==> src/rtl/switch_entry_ctrl.sv <==
// -----------------------------------------------------------------------------
// switch_entry_ctrl
//   Turns the ten slide switches into a multi-digit entry buffer. SW is
//   synchronised and debounced. A stable one-hot pattern becomes a digit 0..9.
//   One digit is taken per press/release cycle and shifted into the buffer.
//   The buffer is handed downstream through a valid/ready handshake.
//
// Parameters
//   DEBOUNCE_CYC : consecutive stable samples needed to accept a press or a
//                  release (>= 2)
//   NUM_DIGITS   : buffer capacity in digits (1..8)
//
// Ports
//   clk        : system clock, all logic on posedge
//   rst        : synchronous, active-high reset
//   SW         : raw slide switches, bit k set = digit k
//   enter      : 1-cycle pulse, commit the buffer to the output
//   clear      : 1-cycle pulse, discard the buffer and any pending output
//   digits     : BCD buffer, newest digit in [3:0]
//   digit_cnt  : number of digits held
//   out_valid  : digits/digit_cnt committed and stable
//   out_ready  : downstream accepts when out_valid & out_ready
//   busy       : entry FSM not idle
//   err        : present only when SW_MULTIHOT_ERR_EN is defined. Pulses for
//                one cycle on a stable multi-hot pattern or on a dropped digit.
//
// Build option
//   SW_MULTIHOT_ERR_EN : adds the err port and its detection logic.
// -----------------------------------------------------------------------------
module switch_entry_ctrl #(
   parameter int unsigned DEBOUNCE_CYC = 16,
   parameter int unsigned NUM_DIGITS   = 4
) (
   input  logic                    clk,
   input  logic                    rst,
   input  logic [9:0]              SW,
   input  logic                    enter,
   input  logic                    clear,
   output logic [4*NUM_DIGITS-1:0] digits,
   output logic [3:0]              digit_cnt,
   output logic                    out_valid,
   input  logic                    out_ready,
   output logic                    busy
`ifdef SW_MULTIHOT_ERR_EN
   ,
   output logic                    err
`endif
);

   localparam int unsigned DW = 4 * NUM_DIGITS;
   localparam int unsigned CW = $clog2(DEBOUNCE_CYC + 1);

   typedef enum logic [1:0] {StIdle, StArm, StAccept, StRelease} state_e;

   logic [9:0]    r_sw_meta;
   logic [9:0]    r_sw_s;
   state_e        r_state;
   logic [9:0]    r_cand;
   logic [CW-1:0] r_cnt;
   logic          r_mh_block;
   logic [DW-1:0] r_digits;
   logic [3:0]    r_digit_cnt;
   logic          r_out_valid;
   logic          r_busy;

   logic          w_sw_zero;
   logic          w_sw_onehot;
   logic          w_sw_multi;
   logic [CW-1:0] w_cnt_inc;
   logic          w_cnt_done;
   logic [3:0]    w_digit;
   logic          w_accept;
   logic          w_room;
   logic          w_shift;
   logic [DW-1:0] w_digits_nxt;
   logic [3:0]    w_cnt_nxt;
   logic          w_commit;
   logic          w_handshake;

   assign w_sw_zero   = (r_sw_s == 10'd0);
   // A power of two has no bits left after clearing its lowest set bit.
   assign w_sw_onehot = !w_sw_zero && ((r_sw_s & (r_sw_s - 10'd1)) == 10'd0);
   assign w_sw_multi  = !w_sw_zero && !w_sw_onehot;
   assign w_cnt_inc   = r_cnt + CW'(1);
   assign w_cnt_done  = (w_cnt_inc == CW'(DEBOUNCE_CYC));

   always_comb begin
      w_digit = 4'd0;
      for (int k = 0; k < 10; k++) begin
         if (r_cand[k]) begin
            w_digit = 4'(k);
         end
      end
   end

   assign w_accept     = (r_state == StAccept);
   assign w_room       = (r_digit_cnt < 4'(NUM_DIGITS)) && !r_out_valid;
   assign w_shift      = w_accept && w_room;
   assign w_digits_nxt = w_shift ? ((r_digits << 4) | DW'(w_digit)) : r_digits;
   assign w_cnt_nxt    = w_shift ? (r_digit_cnt + 4'd1) : r_digit_cnt;
   // Enter looks at the post-shift count, so a same-cycle accept is included.
   assign w_commit     = enter && !r_out_valid && (w_cnt_nxt != 4'd0);
   assign w_handshake  = r_out_valid && out_ready;

   always_ff @(posedge clk) begin
      if (rst) begin
         r_sw_meta   <= 10'd0;
         r_sw_s      <= 10'd0;
         r_state     <= StIdle;
         r_cand      <= 10'd0;
         r_cnt       <= '0;
         r_mh_block  <= 1'b0;
         r_digits    <= '0;
         r_digit_cnt <= 4'd0;
         r_out_valid <= 1'b0;
         r_busy      <= 1'b0;
      end else begin
         r_sw_meta <= SW;
         r_sw_s    <= r_sw_meta;

         // A multi-hot pattern blocks arming until the switches read all-zero.
         if (w_sw_zero) begin
            r_mh_block <= 1'b0;
         end else if (w_sw_multi) begin
            r_mh_block <= 1'b1;
         end

         if (clear) begin
            r_digits    <= '0;
            r_digit_cnt <= 4'd0;
            r_out_valid <= 1'b0;
            r_cnt       <= '0;
            r_state     <= w_sw_zero ? StIdle : StRelease;
            r_busy      <= !w_sw_zero;
         end else begin
            if (w_handshake) begin
               r_digits    <= '0;
               r_digit_cnt <= 4'd0;
               r_out_valid <= 1'b0;
            end else begin
               r_digits    <= w_digits_nxt;
               r_digit_cnt <= w_cnt_nxt;
               if (w_commit) begin
                  r_out_valid <= 1'b1;
               end
            end

            unique case (r_state)
               StIdle: begin
                  if (w_sw_onehot && !r_mh_block) begin
                     r_state <= StArm;
                     r_cand  <= r_sw_s;
                     r_cnt   <= CW'(1);
                     r_busy  <= 1'b1;
                  end else begin
                     r_cnt <= '0;
                  end
               end
               StArm: begin
                  if (r_sw_s == r_cand) begin
                     if (w_cnt_done) begin
                        r_state <= StAccept;
                        r_cnt   <= '0;
                     end else begin
                        r_cnt <= w_cnt_inc;
                     end
                  end else if (w_sw_onehot) begin
                     r_cand <= r_sw_s;
                     r_cnt  <= CW'(1);
                  end else begin
                     // Zero or multi-hot: abandon the candidate.
                     r_state <= StIdle;
                     r_cnt   <= '0;
                     r_busy  <= 1'b0;
                  end
               end
               StAccept: begin
                  r_state <= StRelease;
                  r_cnt   <= '0;
               end
               StRelease: begin
                  if (w_sw_zero) begin
                     if (w_cnt_done) begin
                        r_state <= StIdle;
                        r_cnt   <= '0;
                        r_busy  <= 1'b0;
                     end else begin
                        r_cnt <= w_cnt_inc;
                     end
                  end else begin
                     r_cnt <= '0;
                  end
               end
               default: begin
                  r_state <= StIdle;
                  r_cnt   <= '0;
                  r_busy  <= 1'b0;
               end
            endcase
         end
      end
   end

   assign digits    = r_digits;
   assign digit_cnt = r_digit_cnt;
   assign out_valid = r_out_valid;
   assign busy      = r_busy;

`ifdef SW_MULTIHOT_ERR_EN
   logic [9:0]    r_mh_pat;
   logic [CW-1:0] r_mh_cnt;
   logic          r_mh_flagged;
   logic          r_err;
   logic [CW-1:0] w_mh_cnt_nxt;
   logic          w_mh_stable;

   always_comb begin
      w_mh_cnt_nxt = '0;
      if (w_sw_multi) begin
         if (r_sw_s != r_mh_pat) begin
            w_mh_cnt_nxt = CW'(1);
         end else if (r_mh_cnt != CW'(DEBOUNCE_CYC)) begin
            w_mh_cnt_nxt = r_mh_cnt + CW'(1);
         end else begin
            w_mh_cnt_nxt = r_mh_cnt;
         end
      end
   end

   assign w_mh_stable = (w_mh_cnt_nxt == CW'(DEBOUNCE_CYC));

   always_ff @(posedge clk) begin
      if (rst) begin
         r_mh_pat     <= 10'd0;
         r_mh_cnt     <= '0;
         r_mh_flagged <= 1'b0;
         r_err        <= 1'b0;
      end else begin
         r_err    <= 1'b0;
         r_mh_cnt <= w_mh_cnt_nxt;
         r_mh_pat <= w_sw_multi ? r_sw_s : 10'd0;
         // One report per multi-hot occurrence; re-armed by an all-zero read.
         if (w_sw_zero) begin
            r_mh_flagged <= 1'b0;
         end else if (w_mh_stable && !r_mh_flagged) begin
            r_mh_flagged <= 1'b1;
            r_err        <= 1'b1;
         end
         if (w_accept && !w_room && !clear) begin
            r_err <= 1'b1;
         end
      end
   end

   assign err = r_err;
`endif

endmodule

==> config.mk <==
export PLATFORM = sky130hd
export DESIGN_NAME = switch_entry_ctrl
export DESIGN_NICKNAME = d
export VERILOG_FILES = /design/src/rtl/switch_entry_ctrl.sv
export SDC_FILE = /design/constraint.sdc
export NUM_CORES = 1
export LEC_CHECK = 0
export CORE_MARGIN = 2
export CORE_UTILIZATION = 55
export DETAILED_ROUTE_END_ITERATION = 16
export PLACE_DENSITY_LB_ADDON = 0.25
export SYNTH_ARGS = -nofsm -noshare
export SYNTH_HDL_FRONTEND = slang
export SYNTH_SLANG_ARGS = --single-unit
==> constraint.sdc <==
create_clock -name clk -period 4.4 [get_ports clk]
set_clock_uncertainty 0.05 [all_clocks]
set_input_delay 0.88 -clock clk [delete_from_list [all_inputs] [get_ports clk]]
set_output_delay 0.88 -clock clk [all_outputs]
set_load 0.01 [all_outputs]
## After elaboration in Yosys (flattened, before gate mapping)

Cells that the tools add are included.
Widths: inputs -> output; s select.

| storage, ports and cells | value |
|---|---|
| word-level logic and storage cells | 92 |
| bits in registers | 60 |
| output and inout bits | 22 |
| input bits | 15 |

| cells by class | value |
|---|---|
| reductions and logical operators | 24 |
| equal/unequal tests | 15 |
| add/subtract/negate cells | 3 |
| $lt $le $gt $ge | 1 |
| bitwise logic cells | 3 |
| multiplexer cells | 36 |

Operator list:

| cell | count |
|---|---|
| $mux 4 | 8 |
| $mux 10 | 3 |
| $logic_not 10->1 | 2 |
| $pmux 10 s2 | 1 |
| $pmux 5 s4 | 1 |
| $mux 2 | 9 |
| $or 16x4->16 | 1 |
| $mux 5 | 3 |
| $ne 3x3->1 const B | 5 |
| $and 10x10->10 | 1 |
| $eq 10x10->1 | 1 |
| $reduce_and 5->1 | 2 |
| $sub 10x1->10 const B | 1 |
| $mux 1 | 9 |
| $logic_and 1x1->1 | 8 |
| $ne 4x4->1 const B | 2 |
| $pmux 2 s4 | 1 |
| $reduce_bool 4->1 | 2 |
| $ne 2x2->1 const B | 3 |
| $reduce_and 6->1 | 1 |
| $add 5x1->5 const B | 1 |
| $eq 5x5->1 const B | 1 |
| $add 4x1->4 const B | 1 |
| $eq 2x2->1 const B | 2 |
| other kinds (9) | 13 |

## Longest topological paths before layout

Gate-level depths: netlist of the first run.

| logic depth | value |
|---|---|
| depth in word-level cells | 10 |
| depth in mapped cells | 8 |
| gate-level depth less buffers | 6 |

## Worst setup path after synthesis of the first run

Ideal clock, no wire load.

| timing | value |
|---|---|
| path kind | reg2reg |
| start point | register r_sw_s[0] |
| end point | register with a tool-made name |
| stages on the path, launching flop included | 8 |
| required time | 4.234 ns |
| data arrival time | 2.268 ns |
| clock period less this slack | 2.434 ns |
| slack | 1.966 ns |
| buffers on the path | 1 |
| library setup time | 0.116 ns |
| cell sequence | dfxtp_1 > or4_4 > buf_6 > a2111oi_4 > o32ai_1 > o31a_1 > a211o_1 > o211a_1 |

RTL lines:

| item | RTL line | text |
|---|---|---|
| from (decl) | 56 | `logic [9:0] r_sw_s;` |
| from (signal assigned) | 119 | `r_sw_s <= r_sw_meta;` |

## Worst setup path after layout of the first run

| timing | value |
|---|---|
| start point | register r_sw_s[0] |
| end point | register r_cand[5] |

| on the way | value |
|---|---|
| word-level cells in the longest chain between the ends | 7 |
| elaborated cells between the ends (all ways) | 12 |
| classes of those cells | add/sub (1); eq/ne (4); bitwise (1); reduce/logical (6) |

Ends and longest elaborated chain:

| item | RTL line | text |
|---|---|---|
| $sub 10x1->10 | 82 | `assign w_sw_onehot = !w_sw_zero && ((r_sw_s & (r_sw_s - 10'd1)) == 10'd0);` |
| $and 10x10->10 | 82 |  |
| $logic_not 10->1 | 82 |  |
| $logic_and 1x1->1 | 82 |  |
| $logic_and 1x1->1 | 150 | `if (w_sw_onehot && !r_mh_block) begin` |
| $ne 2x2->1 (no line) | n/a |  |
| $reduce_and 5->1 (no line) (*) | n/a |  |
| to (signal assigned) | 152 | `r_cand <= r_sw_s;` |
| to (signal assigned) | 168 | `r_cand <= r_sw_s;` |
| to (decl) | 58 | `logic [9:0] r_cand;` |

Every way passes the cells marked *; elsewhere a longest branch is shown, timed or not.
A chain may end at the register's enable or synchronous reset.

==> flow_summary.toml, run 1 <==
[outcome]
outcome = "completed"

[synthesis]
ys_seq_area_frac = 0.477
synth-async-reset-ratio = 0
yosysUniqueCellTypes = 43
synth_cells = 282
avgSynthCellArea_um2 = 8.93
synth_nets = 299
synth_edf_count = 0
synth_top_flop_cell = "dfxtp_1"
netlist_area_um2 = 2520
ys_seq_elements = 60
yosysWarningCount = 0

[critical_path]
endpoint_kind = "register"
r2r_slack_ps = 1820
rr_worst_depth = 7
crit_type = "reg -> reg"
rr_endpoint = "r_cand[5]$_SDFFE_PP0P_"
critPathLaunchType = "register"
critPathRequiredTime_ps = 4570
arrival_ps = 2750
cp_max_fo = 10
reg2reg_from = "r_sw_s[0]$_SDFF_PP0_"

[timing]
hold_violations = 0
finalMaxSlewViolations = 0
rsz0062_at_grt = "false"
relSlewSlack = 0.481
finalSetupViolations = 0
worst_pin_slew_ps = 776
fmax_ghz = 0.387
period_share = 0.587
setup_tns_ps = 0
period_minus_slack_ps = 2580

[clock_tree]
clkLatencyLatePin_ps = 340
ctsResizeCount = 0
cts_max_path_buffers = 2
clock_sinks = 60
tritoncts = "built"
path_clk_slew_ps = 60
cts_hold_buf = 0
numCtsBuffers = 9
cts_setup_buffers = 0
root_buffer = "clkbuf_8"
htreeDepth = 3

[route]
wl_met1_um = 2010
detail_route.wl_per_cell_um = 12.1
met2WireLength_um = 2140
vias_per_cell = 5.39
topRoutingLayerUsed = "met4"
firstDrtPassIters = 4
dr_total_vias = 1999
met3WireLength_um = 229
wl_um = 4490
antenna_left = 0
drcViolationCount = 0
first_iter_violations = 69

[pwr]
p_leak_nw = 1.08
power.switching_uw = 313
powerDensity_nw_per_um2 = 396
comb_power_share = 0.126
p_int_uw = 910
p_seq_frac = 0.481
clockPowerShare = 0.393
irDropWorstVdd_v = 0.000262
swShare = 0.256

[finish]
syn_to_final_growth_pct = 22.5
num_antenna_cells = 0
finalNonFillerCells = 371
nets = 332
drive_above_1_share = 0.0721
fin_area_um2 = 3080

[floorplanning]
coreArea_um2 = 4380
dieArea_um2 = 5130
num_rows = 24
pin_count = 37
start_util = 0.574
die_h_um = 71.7
die_w_um = 71.7

[global_route]
grt_first_pass_wirelength_um = 7870
grt_max_degree = 37
antenna_found_initial = 0
grt_remaining_overflow = 0
grt_pass1_vias = 1958
grt.total_usage = 0.198

[place]
port_buffers = 36
gp_congestion = 0.879
postPlaceCellArea_um2 = 2890
hpwlAfterDp_um = 3080
place_inst = 356

[min_path]
min_to = "r_sw_s[3]$_SDFF_PP0_"
min_path_cells = 1
hold_start = "r_sw_meta[3]$_SDFF_PP0_"
min_path_type = "reg -> reg"

[run]
drv_cap = 0
==> cells by family after synthesis <==
group / Yosys count / share of synthesized area
mux: 13 / 0.0527
flops: 60 / 0.477
compound gates: 42 / 0.117
xor+xnor: 13 / 0.0452
fa+ha+maj: 3 / 0.0139
buf+inv: 23 / 0.0393
simple gates: 128 / 0.254
==> flip-flops by register name, summed over array words and instances (netlist names), named ones only <==
register	cells
r_sw_meta	10
digit_cnt	4
out_valid	1
r_state	1
r_sw_s	10
r_cnt	5
r_cand	10
r_mh_block	1
digits	16
busy	1
==> final cells by class <==
cell class,count,area [um^2]
well taps,52,65.1
inverters,7,26.3
fillers,360,1300
multi-input cells,199,1220
flip-flops and latches,60,1200
repair buffers,38,375
clock buffers,11,141
clock inverters,4,50.0
==> power groups by stage <==
stage                     Clock [mW]  Sequential [mW]  Combinational [mW]
after global routing           0.509            0.591               0.173
after floorplan                    0            0.590               0.123
after detailed placement           0            0.600               0.154
after CTS                      0.485            0.588               0.156
after global placement             0            0.599               0.151
final                          0.480            0.588               0.154
==> synth_stat cells (3+ instances only) <==
library cell / count / area [um^2]
dfxtp_1: 60 / 1200
nand2_1: 32 / 120
nor2_1: 32 / 120
nor2b_1: 23 / 144
a21oi_1: 21 / 105
nor3_1: 16 / 80.1
clkbuf_1: 13 / 48.8
xnor2_1: 12 / 105
mux2i_1: 11 / 110
inv_1: 7 / 26.3
nor4_1: 7 / 43.8
nand2b_1: 3 / 18.8
nand3_1: 3 / 15.0
nand4_1: 3 / 18.8
o21ai_0: 3 / 15.0
==> through the flow <==
step | hold slack [ps] | util | setup slack (ps) | total power [mW]
finish | 386 | 0.703 | 1820 | 1.22
detailed placement | 371 | 0.660 | 1790 | 0.754
global placement | 366 | 0.660 | 1810 | 0.750
CTS | 386 | 0.703 | 1820 | 1.23
global route | 406 | 0.703 | 1650 | 1.27
floorplan | 364 | - | 1970 | 0.713
==> how the worst max path moves through the flow <==
stage	startpoint	end	slack [ps]
floorplan	r_sw_s[0]$_SDFF_PP0_	register	1970
global placement	rst	digits[3]$_SDFFE_PP0P_	1810
detailed placement	rst	digits[3]$_SDFFE_PP0P_	1790
CTS	r_sw_s[0]$_SDFF_PP0_	r_cand[5]$_SDFFE_PP0P_	1820
global route	r_sw_s[1]$_SDFF_PP0_	r_cand[1]$_SDFFE_PP0P_	1650
finish	r_sw_s[0]$_SDFF_PP0_	r_cand[5]$_SDFFE_PP0P_	1820
==> layout by cell type, fill, tap and decap left out, types with 2 or more instances in the layout <==
cell and n:
o211a_1 2, clkdlybuf4s50_1 36, a21oi_1 21, nand2_1 32
nor3_1 16, mux2i_1 11, o21ai_1 2, buf_4 2
mux2_2 2, dfxtp_1 60, nor2b_1 23, nor2_1 32
clkinvlp_4 2, xnor2_1 12, inv_1 7, nand4_1 3
o31a_1 2, a211o_1 2, clkbuf_8 10, and3_1 2
nand2b_1 3, o21ai_0 3, ha_1 2, and2_1 2
nor4_1 6, nand3_1 3
==> critical path: stages, from the launching register on <==
cell,delay (ps)
dfxtp_1,340
or4_4,620
a2111oi_1,370
o32ai_1,240
nor4_2,310
buf_4,250
mux2i_1,210
nor2_1,60
==> per-layer routing <==
layer  global-route usage  up-vias
met2                0.328       46
met4                0.107        0
li1                     -     1034
met3               0.0816       13
met1                0.215      906
met5                    0        -
No activity file was read; power rests on OpenSTA's default activity.
==> run 2, diff against run 1 <==
Settings changed: CORE_UTILIZATION 55 to 48.
Clock period 4.4 ns to 2.35 ns, I/O delays scaled along.
==> run 2 against run 1 <==
  * The flow now finishes with violations (setup timing)
  * Global-route usage is 1.7 points lower
  * Combinational power is 120% higher
  * Hold slack better by 0.64 ps
  * Routed wire length is 4.4% higher
  * Flip-flop and latch count stayed put
  * Cell count is 9.2% higher
  * Critical path type unchanged
  * Non-clock buffer count is 15 higher
  * Clock power is 110% higher
==> flow_summary.toml, run 2 (same netlist as run 1, synthesis figures left out) <==
[outcome]
outcome = "complete, but fails checks"
violations = "setup timing"

[timing]
finalWorstSetupSlack_ps = -59.8
hold_violations = 0
finalSetupViolations = 9
period_minus_slack_ps = 2410
worst_pin_slew_ps = 616
relSlewSlack = 0.588
rsz0062_at_grt = "true"
period_share = 1.03
fmax_ghz = 0.415
finalMaxSlewViolations = 0
fin_hold_ws_ps = 387

[floorplanning]
dieArea_um2 = 5840
coreArea_um2 = 5070
die_w_um = 76.4
start_util = 0.496
num_rows = 26
die_h_um = 76.4
pin_count = 37

[critical_path]
cp_max_fo = 7
crit_start = "r_sw_s[0]$_SDFF_PP0_"
r2r_slack_ps = -60
endpoint_kind = "register"
rr_worst_depth = 6
critPathLaunchType = "register"
crit_type = "reg -> reg"
reg2reg_from = "r_sw_s[0]$_SDFF_PP0_"
arrival_ps = 2590
critPathRequiredTime_ps = 2530

[global_route]
grt_remaining_overflow = 0
grt_first_pass_wirelength_um = 8400
grt_pass1_vias = 1961
grt.total_usage = 0.181
antenna_found_initial = 0
grt_max_degree = 36

[clock_tree]
root_buffer = "clkbuf_8"
clkLatencyLatePin_ps = 330
htreeDepth = 3
clock_sinks = 60
tritoncts = "built"
numCtsBuffers = 9
cts_max_path_buffers = 2
path_clk_slew_ps = 70

[run]
drv_cap = 0

[place]
hpwlAfterDp_um = 3210
postPlaceCellArea_um2 = 3050
post-place-ws_ps = -39.4
gp_congestion = 0.906
port_buffers = 36

[route]
wl_um = 4690
vias_per_cell = 5.13
detail_route.wl_per_cell_um = 11.6
first_iter_violations = 126
firstDrtPassIters = 4
dr_total_vias = 2076
antenna_left = 0
drcViolationCount = 0

[finish]
most-common-layout-cells = "58 x dfxtp_1, 36 x clkdlybuf4s50_1, 32 x nor2_1, 32 x nand2_1, 23 x nor2b_1"
nets = 347
regArea_um2 = 1200
multi_input_area_um2 = 1260
num_antenna_cells = 0
nFillCells = 451
syn_to_final_growth_pct = 30.5
largest_reg_flops = 16
fin_area_um2 = 3290
layout_commonest_cell = "dfxtp_1"
drive_above_1_share = 0.140

[min_path]
hold_start = "r_sw_meta[2]$_SDFF_PP0_"
min_path_type = "reg -> reg"

[pwr]
irDropWorstVdd_v = 0.000408
p_leak_nw = 1.19
powerDensity_nw_per_um2 = 738
==> run 2: cell types whose count changed in the layout (fill, tap and decap cells not counted), moves of 2 or more <==
cell and change:
buf_4 +15, clkinv_2 +2, dfxtp_1 -2, dfxtp_2 +2, nor3_1 -2, nor3_2 +2
==> run 2: area by class of cell <==
class	instances	share of cell area
Clock buffer	9	0.0377
Clock inverter	7	0.0278
Inverter	7	0.00800
Multi-Input combinational cell	199	0.385
Sequential cell	60	0.366
Tap cell	70	0.0267
Timing Repair Buffer	53	0.149
==> run 2: metrics by stage <==
stage / instances / setup TNS [ps] / util / power [mW]
2_1_floorplan: 282 / -44.6 / - / 1.34
3_3_place_gp: 388 / -0.673 / 0.600 / 1.44
3_5_place_dp: 388 / -46.1 / 0.600 / 1.45
4_1_cts: 404 / -469 / 0.644 / 2.45
5_1_grt: 405 / -1450 / 0.647 / 2.56
6_report: 405 / -157 / 0.647 / 2.43
==> run 2: what timing repair did <==
item | 4_1_cts | 5_1_grt
buffers inserted | 0 | 0
resized for setup | 1 | 6
pin swaps | 0 | 2
hold buffers | 0 | 0
gates cloned | 0 | 1
hold endpoints to repair | 0 | 0
endpoints found under the setup margin | 13 | 14
==> run 2: how the worst min path moves through the flow <==
stage / slack, ps / cells after the start / to
floorplan: 360 / 1 / r_sw_s[0]$_SDFF_PP0_
global placement: 370 / 1 / r_sw_s[6]$_SDFF_PP0_
detailed placement: 370 / 1 / r_sw_s[9]$_SDFF_PP0_
CTS: 390 / 1 / r_sw_s[9]$_SDFF_PP0_
global route: 410 / 1 / r_sw_s[1]$_SDFF_PP0_
finish: 390 / 1 / r_sw_s[2]$_SDFF_PP0_
==> run 2: power by group <==
group,internal [mW],switching (mW),total [mW]
clock,0.592,0.400,0.992
sequential,1.06,0.0385,1.09
combinational,0.168,0.172,0.339
==> run 2: metal layers <==
metal | wire length (um) | part of all wire | GRT usage
met5 | 0 | 0 | 0
met4 | 104 | 0.022 | 0.0891
met3 | 224 | 0.048 | 0.0735
met2 | 2230 | 0.48 | 0.288
met1 | 2130 | 0.45 | 0.211
==> run 2: worst max-delay path, stage by stage (launching register included) <==
cell and delay (ps):
dfxtp_2 320, or4_4 600, a2111oi_4 330, o32ai_2 150, o31a_1 340, a211o_1 300, o211a_1 200
==> run 3, diff against run 2 <==
Settings changed: CORE_ASPECT_RATIO set to 1.4.
==> run 3 against run 2 <==
  * The flow still finishes with violations (setup timing)
  * Maximum frequency fell by 0.19%
  * Critical path depth did not move
  * Sequential share of layout area rose by 0.14 points
  * Routed wire length rose by 4.0%
==> flow_summary.toml, run 3 (same netlist as run 1, synthesis figures left out) <==
[critical_path]
r2r_slack_ps = -60
endpoint_kind = "register"
crit_type = "reg -> reg"
arrival_ps = 2600
cp_cell_sequence = "or4_4, a2111oi_4, o32ai_2, o31a_1, a211o_1, o211a_1"
critPathLaunchType = "register"
critPathRequiredTime_ps = 2530
slowest_delay_ps = 610
cpMaxStageDelayCell = "or4_4"
cpLargestDelayFamily = "compound AO/OA/AOI/OAI gates"
cp_max_fo = 7
cp_num_buf_inv = 0

[pwr]
clockPowerShare = 0.395
power_mw = 2.38
p_int_mw = 1.79
powerDensity_nw_per_um2 = 727
irDropWorstVdd_v = 0.000577
p_leak_nw = 1.18
p_seq_frac = 0.461
comb_power_share = 0.144
power.switching_uw = 585
swShare = 0.246

[floorplanning]
coreArea_um2 = 5120
num_rows = 31
dieArea_um2 = 5850
die_w_um = 65.2
pin_count = 37
start_util = 0.492
die_h_um = 89.7

[global_route]
grt_first_pass_wirelength_um = 8080
antenna_found_initial = 0
grt_pass1_vias = 1929
grt.total_usage = 0.181
grt_max_degree = 36
grt_remaining_overflow = 0

[clock_tree]
numCtsBuffers = 9
path_clk_slew_ps = 60
htreeDepth = 3
clkLatencyLatePin_ps = 340
cts_hold_buf = 0
clock_sinks = 60
cts_max_path_buffers = 2
root_buffer = "clkbuf_8"
tritoncts = "built"

[finish]
syn_to_final_growth_pct = 30.0
layout_commonest_cell = "dfxtp_1"
drive_above_1_share = 0.129
most-common-layout-cells = "58 x dfxtp_1, 36 x clkdlybuf4s50_1, 32 x nor2_1, 32 x nand2_1, 23 x nor2b_1"
regArea_um2 = 1200
largest_reg_flops = 16
nets = 346
multi_input_area_um2 = 1280
nFillCells = 458
num_antenna_cells = 0

[timing]
period_share = 1.03
worst_pin_slew_ps = 647
finalWorstSetupSlack_ps = -64.3
rsz0062_at_grt = "true"
finalSetupViolations = 12
hold_violations = 0
finalMaxSlewViolations = 0
relSlewSlack = 0.568
fmax_ghz = 0.414
period_minus_slack_ps = 2410
fin_hold_ws_ps = 384

[route]
met2WireLength_um = 2550
wl_um = 4870
dr_total_vias = 2067
wl_met1_um = 2030
detail_route.wl_per_cell_um = 12.2
antenna_left = 0
first_iter_violations = 89
met3WireLength_um = 178
drcViolationCount = 0
vias_per_cell = 5.18
topRoutingLayerUsed = "met4"
firstDrtPassIters = 4

[outcome]
violations = "setup timing"
outcome = "complete, but fails checks"

[min_path]
min_path_type = "reg -> reg"

[place]
port_buffers = 36
gp_congestion = 0.810
post-place-ws_ps = -42.3
hpwlAfterDp_um = 3410

[run]
drv_cap = 0
-- run 3: cell types whose count changed in the layout (fill, tap and decap cells not counted) --
cell        before  now
clkinv_2         3    0
clkbuf_1         0    2
nor3_1          14   15
bufinv_16        2    1
a221oi_2         1    0
clkbuf_8         9   12
nor4_1           5    4
clkinvlp_4       1    0
buf_4           17   16
nor4_2           2    3
a221oi_4         0    1
nor3_2           2    1
clkinv_4         1    0
-- run 3: cell type report --
cell class	instances	share of cell area
clock buffers	14	0.0528
well taps	66	0.0252
repair buffers	52	0.147
clock inverters	1	0.00917
inverters	7	0.00803
flip-flops and latches	60	0.368
multi-input cells	199	0.390
-- run 3: power by group through the flow --
stage                     sequential [mW]  combinational [mW]  clock [mW]
after floorplan                      1.11               0.236           0
after global placement               1.12               0.325           0
after detailed placement             1.12               0.329           0
after CTS                            1.10               0.332       0.955
after global routing                 1.10               0.377       0.999
final                                1.10               0.342       0.940
-- run 3: stage by stage --
stage | setup TNS [ps] | util | cells | area (um^2)
2_1_floorplan | -44.6 | - | 282 | 2540
3_3_place_gp | -1.14 | 0.593 | 383 | 3030
3_5_place_dp | -76.3 | 0.593 | 383 | 3030
4_1_cts | -103 | 0.632 | 398 | 3240
5_1_grt | -1510 | 0.639 | 399 | 3270
6_report | -218 | 0.639 | 399 | 3270
-- run 3: final timing paths --
check                          start              endpoint  cells past startpoint
min          r_sw_meta[8]$_SDFF_PP0_  r_sw_s[8]$_SDFF_PP0_                      1
max reg2reg     r_sw_s[0]$_SDFF_PP0_              register                      6
max             r_sw_s[0]$_SDFF_PP0_              register                      6
min reg2reg  r_sw_meta[8]$_SDFF_PP0_  r_sw_s[8]$_SDFF_PP0_                      1
-- run 3: repair_timing --
action | CTS | global route
resized for setup | 0 | 4
setup buffers | 0 | 1
endpoints found under the setup margin | 5 | 14
-- run 3: layer usage --
| layer | global-route usage | up-vias |
|---|---|---|
| met1 | 0.184 | 960 |
| met5 | 0 | - |
| met4 | 0.0928 | 0 |
| met2 | 0.331 | 40 |
| met3 | 0.0599 | 10 |
| li1 | - | 1057 |
